===== config.mk =====
export PLATFORM = sky130hd
export DESIGN_NAME = trap_csr_unit
export DESIGN_NICKNAME = d
export VERILOG_FILES = /design/src/rtl/trap_csr_unit_pkg.sv /design/src/rtl/trap_csr_unit_csr_counter64.sv /design/src/rtl/trap_csr_unit.sv
export SDC_FILE = /design/constraint.sdc
export NUM_CORES = 1
export LEC_CHECK = 0
export CAP_MARGIN = 5
export CORE_MARGIN = 8
export CORE_UTILIZATION = 50
export DETAILED_ROUTE_END_ITERATION = 10
export PLACE_DENSITY = 0.71
export SYNTH_ARGS = -nofsm -noshare
export SYNTH_HDL_FRONTEND = slang
export SYNTH_SLANG_ARGS = --single-unit

===== constraint.sdc =====
create_clock -name clk -period 3.23 [get_ports clk]
set_input_delay 0.646 -clock clk [delete_from_list [all_inputs] [get_ports clk]]
set_output_delay 0.646 -clock clk [all_outputs]
set_load 0.02 [all_outputs]

===== src/rtl/trap_csr_unit_pkg.sv =====
`default_nettype none
// ============================================================================
// Module   : trap_csr_unit_pkg
// Purpose  : Shared CSR addresses, csr_op encodings and trap FSM states
// Revision : 1.0 - initial release
// ============================================================================
package trap_csr_unit_pkg;

    localparam logic [11:0] CSR_MSTATUS   = 12'h300;
    localparam logic [11:0] CSR_MTVEC     = 12'h305;
    localparam logic [11:0] CSR_MSCRATCH  = 12'h340;
    localparam logic [11:0] CSR_MEPC      = 12'h341;
    localparam logic [11:0] CSR_MCAUSE    = 12'h342;
    localparam logic [11:0] CSR_MCYCLE    = 12'hB00;
    localparam logic [11:0] CSR_MINSTRET  = 12'hB02;
    localparam logic [11:0] CSR_MCYCLEH   = 12'hB80;
    localparam logic [11:0] CSR_MINSTRETH = 12'hB82;

    localparam logic [1:0] CSR_OP_NONE  = 2'b00;
    localparam logic [1:0] CSR_OP_WRITE = 2'b01;
    localparam logic [1:0] CSR_OP_SET   = 2'b10;
    localparam logic [1:0] CSR_OP_CLEAR = 2'b11;

    localparam logic [31:0] MCAUSE_ECALL_M = 32'd11;
    localparam logic [31:0] MSTATUS_MPP_M  = 32'h0000_1800;

    typedef enum logic [0:0] {
        ST_IDLE     = 1'b0,
        ST_REDIRECT = 1'b1
    } state_e;

    function automatic logic [31:0] csr_apply(input logic [1:0]  op,
                                              input logic [31:0] old_val,
                                              input logic [31:0] wdata);
        case (op)
            CSR_OP_WRITE: return wdata;
            CSR_OP_SET:   return old_val | wdata;
            CSR_OP_CLEAR: return old_val & ~wdata;
            default:      return old_val;
        endcase
    endfunction

endpackage
`default_nettype wire


===== src/rtl/trap_csr_unit_csr_counter64.sv =====
`default_nettype none
// ============================================================================
// Module   : csr_counter64
// Purpose  : 64-bit counter with increment enable and lo/hi write ports;
//            only built when CSR_COUNTERS_EN is defined
// Revision : 1.0 - initial release
// ============================================================================
`ifdef CSR_COUNTERS_EN
module csr_counter64 (
    input  logic        clk,
    input  logic        rst,
    input  logic        inc_en,
    input  logic        wr_lo,
    input  logic        wr_hi,
    input  logic [31:0] wdata,
    output logic [63:0] count
);

    logic [63:0] r_count;

    // A write to either half suppresses that cycle's increment of the whole counter
    always_ff @(posedge clk) begin
        if (rst) begin
            r_count <= 64'd0;
        end else if (wr_lo) begin
            r_count <= {r_count[63:32], wdata};
        end else if (wr_hi) begin
            r_count <= {wdata, r_count[31:0]};
        end else if (inc_en) begin
            r_count <= r_count + 64'd1;
        end
    end

    assign count = r_count;

endmodule
`endif
`default_nettype wire


===== src/rtl/trap_csr_unit.sv =====
`default_nettype none
// ============================================================================
// Module   : trap_csr_unit
// Purpose  : M-mode CSR file and ECALL/MRET trap sequencer with PC redirect;
//            CSR_COUNTERS_EN adds 64-bit mcycle/minstret counters
// Revision : 1.0 - initial release
// ============================================================================
module trap_csr_unit
    import trap_csr_unit_pkg::*;
#(
    parameter logic [31:0] RESET_MTVEC = 32'h0000_0100
) (
    input  logic        clk,
    input  logic        rst,
    input  logic        ex_valid,
    input  logic [31:0] ex_pc,
    input  logic        ex_is_ecall,
    input  logic        ex_is_mret,
    input  logic [1:0]  csr_op,
    input  logic [11:0] csr_addr,
    input  logic [31:0] csr_wdata,
    input  logic        instr_retire,
    output logic [31:0] csr_rdata,
    output logic        redirect_valid,
    output logic [31:0] redirect_pc,
    output logic        flush
);

    state_e      r_state;
    logic        r_mie;
    logic        r_mpie;
    logic [29:0] r_mtvec;
    logic [29:0] r_mepc;
    logic [31:0] r_mcause;
    logic [31:0] r_mscratch;
    logic        r_redirect;
    logic [31:0] r_redirect_pc;

    logic        w_idle_valid;
    logic        w_ecall;
    logic        w_mret;
    logic        w_csr_we;
    logic [31:0] w_new;

    // Lower-priority requests in the same cycle are dropped entirely
    assign w_idle_valid = ex_valid && (r_state == ST_IDLE);
    assign w_ecall      = w_idle_valid && ex_is_ecall;
    assign w_mret       = w_idle_valid && ex_is_mret && !ex_is_ecall;
    assign w_csr_we     = w_idle_valid && !ex_is_ecall && !ex_is_mret
                          && (csr_op != CSR_OP_NONE);
    assign w_new        = csr_apply(csr_op, csr_rdata, csr_wdata);

`ifdef CSR_COUNTERS_EN
    logic [63:0] w_mcycle;
    logic [63:0] w_minstret;
    logic        w_unused;

    assign w_unused = ^ex_pc[1:0];

    csr_counter64 u_mcycle (
        .clk    (clk),
        .rst    (rst),
        .inc_en (1'b1),
        .wr_lo  (w_csr_we && (csr_addr == CSR_MCYCLE)),
        .wr_hi  (w_csr_we && (csr_addr == CSR_MCYCLEH)),
        .wdata  (w_new),
        .count  (w_mcycle)
    );

    csr_counter64 u_minstret (
        .clk    (clk),
        .rst    (rst),
        .inc_en (instr_retire),
        .wr_lo  (w_csr_we && (csr_addr == CSR_MINSTRET)),
        .wr_hi  (w_csr_we && (csr_addr == CSR_MINSTRETH)),
        .wdata  (w_new),
        .count  (w_minstret)
    );
`else
    logic w_unused;

    assign w_unused = ^{instr_retire, ex_pc[1:0]};
`endif

    always_comb begin
        csr_rdata = 32'd0;
        case (csr_addr)
            CSR_MSTATUS: begin
                csr_rdata    = MSTATUS_MPP_M;
                csr_rdata[3] = r_mie;
                csr_rdata[7] = r_mpie;
            end
            CSR_MTVEC:     csr_rdata = {r_mtvec, 2'b00};
            CSR_MEPC:      csr_rdata = {r_mepc, 2'b00};
            CSR_MCAUSE:    csr_rdata = r_mcause;
            CSR_MSCRATCH:  csr_rdata = r_mscratch;
`ifdef CSR_COUNTERS_EN
            CSR_MCYCLE:    csr_rdata = w_mcycle[31:0];
            CSR_MCYCLEH:   csr_rdata = w_mcycle[63:32];
            CSR_MINSTRET:  csr_rdata = w_minstret[31:0];
            CSR_MINSTRETH: csr_rdata = w_minstret[63:32];
`endif
            default:       csr_rdata = 32'd0;
        endcase
    end

    always_ff @(posedge clk) begin
        if (rst) begin
            r_state       <= ST_IDLE;
            r_redirect    <= 1'b0;
            r_redirect_pc <= 32'd0;
            r_mie         <= 1'b0;
            r_mpie        <= 1'b0;
            r_mtvec       <= RESET_MTVEC[31:2];
            r_mepc        <= 30'd0;
            r_mcause      <= 32'd0;
            r_mscratch    <= 32'd0;
        end else begin
            r_redirect <= 1'b0;
            case (r_state)
                ST_IDLE: begin
                    if (w_ecall) begin
                        r_mepc        <= ex_pc[31:2];
                        r_mcause      <= MCAUSE_ECALL_M;
                        r_mpie        <= r_mie;
                        r_mie         <= 1'b0;
                        r_redirect_pc <= {r_mtvec, 2'b00};
                        r_redirect    <= 1'b1;
                        r_state       <= ST_REDIRECT;
                    end else if (w_mret) begin
                        r_mie         <= r_mpie;
                        r_mpie        <= 1'b1;
                        r_redirect_pc <= {r_mepc, 2'b00};
                        r_redirect    <= 1'b1;
                        r_state       <= ST_REDIRECT;
                    end else if (w_csr_we) begin
                        case (csr_addr)
                            CSR_MSTATUS: begin
                                r_mie  <= w_new[3];
                                r_mpie <= w_new[7];
                            end
                            CSR_MTVEC:    r_mtvec    <= w_new[31:2];
                            CSR_MEPC:     r_mepc     <= w_new[31:2];
                            CSR_MCAUSE:   r_mcause   <= w_new;
                            CSR_MSCRATCH: r_mscratch <= w_new;
                            default: ;
                        endcase
                    end
                end
                ST_REDIRECT: r_state <= ST_IDLE;
                default:     r_state <= ST_IDLE;
            endcase
        end
    end

    assign redirect_valid = r_redirect;
    assign flush          = r_redirect;
    assign redirect_pc    = r_redirect_pc;

endmodule
`default_nettype wire


==> flow_metrics.tcl <==
set metrics [dict create \
    final_common_cell "dfxtp_1" \
    die_w_um 154 \
    cts_tree "done" \
    clockRootBuffer "clkbuf_16" \
    synth_edf_count 0 \
    period_needed_ps 3180 \
    fmax_mhz 315 \
    yosysSeqAreaShare_pct 33.2 \
    hold_path_class "flop to flop" \
    skew_ps 13.0 \
    powerDensity_nw_per_um2 374 \
    drc 0 \
    layout_common_cells "dfxtp_1 (157), nand2_1 (156), buf_4 (138), nor2_1 (107), clkdlybuf4s50_1 (103)" \
    io_buffers 144 \
    synth-async-reset-ratio_pct 0 \
    total_power_uw 4880 \
    critical_path_peak_fanout 26 \
    dp_hpwl_um 23900 \
    grt_max_degree 129 \
    synth_cell_types 55 \
    crit_end "csr_rdata[26]" \
    synthCells 1106 \
    final_nets 1390 \
    rows 50 \
    synth_ff_type "dfxtp_1" \
    leakagePower_uw 0.00491 \
    post-place-cells 1515 \
    hold_viol_final 0 \
    grt_setup_unrepaired "no" \
    cp-end-kind "output port" \
    pre_cts_slack_ps -618 \
    cp.arrival_ps 2530 \
    peakVddDrop_mv 0.389 \
    gp_congestion 0.978 \
    fp.dieArea_sq_um 23600 \
    nFillCells 1437 \
    path_clk_slew_ps 70 \
    avgSynthCellArea_sq_um 8.57 \
    cts-buffers-inserted 17 \
    drt_pass1_iterations 7 \
    critPathTopFamily "buffers and inverters" \
    postCtsHoldBufs 0 \
    worstPathBufferInverterCount 4 \
    setup_violations 0 \
    cp-start-kind "primary input" \
    clock_path_buffers 2 \
    htreeDepth 4 \
    rrSetupSlack_ps 1050 \
    r2r_cells 7 \
    reg2reg_from "r_state" \
    die_h_um 154 \
    cpMostUsedCell "buf_4" \
    cp_slowest_cell "buf_4" \
    worstPathCellList "clkdlybuf4s50_1 -> nand4bb_4 -> buf_4 -> buf_4 -> nor4_4 -> or2_1 -> buf_4" \
    grt_use_total_pct 28.3 \
    yosysWarnings 0 \
    final_max_slew_viol_count 0 \
    cpPeakStageDelay_ps 520 \
    outcome "completed" \
    wire_per_inst_um 21.9 \
    initial_core_util_pct 50.8 \
    period_share_pct 98.4 \
    drt_iter0_drc 922 \
    grt_overflow 0 \
    ys_ff_latch 157 \
    core_sq_um 18600 \
    multi_input_comb_area_sq_um 6240 \
    syn_to_final_growth_pct 37.7 \
    drive_gt1_share_pct 24.4 \
    timing.hold.ws_ps 452 \
    worst_slew_pin_slew_ps 648 \
    layout_setup_ws_ps 52.3 \
    drv_cap 0 \
    syn_area_sq_um 9480 \
    critPathKind "primary input to output port" \
    dr_total_vias 9530 \
    antenna_cells 0 \
    io_pins 150 \
    fin_cells 1553 \
    critPathRequiredTime_ps 2580 \
    crit-reg2reg-capture "r_mscratch[5]" \
    max-slew-margin-rel_pct 56.8 \
    routed_wirelength_um 34000 \
    antenna_found_initial 0 \
    cp-startpoint "csr_addr[10]" \
    ant_nets 0 \
    grt_pass1_wl_um 53100 \
    seq_area_sq_um 3140 \
    via_per_inst 6.14 \
    grt_pass1_vias 9105 \
    cts.sinks 157 \
    worst-path-stages 7 \
    clock_latency_ps 430 \
]
## worst register-to-register path, delay by kind of cell, from the launching register on
kind                   cells  cell delay [ps]
AOI/OAI and AO/OA          1              230
buffers and inverters      1              210
DFF                        1              330
and+or+nand+nor            5             1310
## cells in the mapped netlist (all sizes together) (2+ instances only)
master     n  share of area (%)
dfxtp    157                 33
nand2    157                6.2
nor2     108                4.3
a21oi    102                5.4
mux2i     80                8.5
a211oi    67                5.6
clkbuf    67                2.7
nand3b    54                4.3
buf       43                2.6
nor3      32                1.7
nand2b    29                1.9
nor4      27                3.9
a2111oi   26                4.3
o31ai     26                2.1
a221oi    24                5.7
o21bai    20                1.6
nand3     18               0.95
o21ai     11               0.58
mux2       7               0.83
or2        7               0.46
nor2b      6               0.40
a22oi      5               0.40
inv        5               0.20
a22o       4               0.37
and3       3               0.20
a32oi      2               0.18
and2       2               0.13
nor3b      2               0.16
o221ai     2               0.18
or3        2               0.13
## per-layer routing
| layer | part of all wire (%) | up-vias | track usage (%) |
|---|---|---|---|
| met2 | 43 | 468 | 40.6 |
| met3 | 9.7 | 50 | 7.26 |
| met1 | 46 | 4570 | 41.2 |
| li1 | - | 4442 | - |
| met4 | 1.4 | 0 | 7.05 |
| met5 | 0 | - | 0 |
## sequential cells by signal (all words and copies together), names as in the netlist
| name | cells |
|---|---|
| r_mtvec | 30 |
| r_mpie | 1 |
| r_mscratch | 32 |
| r_mcause | 32 |
| redirect_pc | 30 |
| r_mepc | 30 |
| r_state | 1 |
| r_mie | 1 |
## timing repair
action                     CTS  global route
setup buffers                3             0
setup endpoints to repair   32            24
pin swaps                   23             2
resized for setup          199            10
cloned                       3             0
## layout make-up
type	instances	area share, %
clock buffers	17	3.26
clock inverters	15	1.29
inverters	5	0.144
multi-input cells	835	47.8
flip-flops and latches	157	24.1
well taps	234	2.24
repair buffers	290	21.1
## logic make-up after synthesis
| kind of cell | count (synthesis) | share of synthesized area, % |
|---|---|---|
| other cells | 1 | 0.0396 |
| flops | 157 | 33.2 |
| compound gates | 293 | 26.7 |
| buf+inv | 115 | 5.43 |
| mux | 87 | 9.28 |
| simple gates | 453 | 25.4 |
## power breakdown
part | total [uW] | switching [uW] | internal [uW] | leakage (uW)
registers | 2040 | 49.8 | 1990 | 0.00128
logic | 825 | 461 | 364 | 0.00335
clock network | 2020 | 973 | 1040 | 0.000286
total | 4880 | 1480 | 3400 | 0.00491
## worst min-delay path by stage
stage | from | end | slack, ps | cells past startpoint
final | r_mscratch[6] | r_mscratch[6] | 450 | 2
after global routing | r_mscratch[6] | r_mscratch[6] | 460 | 2
after CTS | r_mscratch[6] | r_mscratch[6] | 450 | 2
after detailed placement | r_mscratch[6] | r_mscratch[6] | 440 | 2
after global placement | r_mscratch[6] | r_mscratch[6] | 440 | 2
after floorplan | r_mcause[29] | r_mcause[29] | 430 | 2
## through the flow
stage / util (%) / setup TNS, ps / instance area (sq um)
after floorplan: - / 0 / 9480
after global placement: 64.3 / -18080 / 12000
after detailed placement: 64.3 / -21720 / 12000
after CTS: 69.6 / 0 / 13000
after global routing: 70.0 / 0 / 13000
final: 70.0 / 0 / 13000
(Power assumes the default switching activity.)
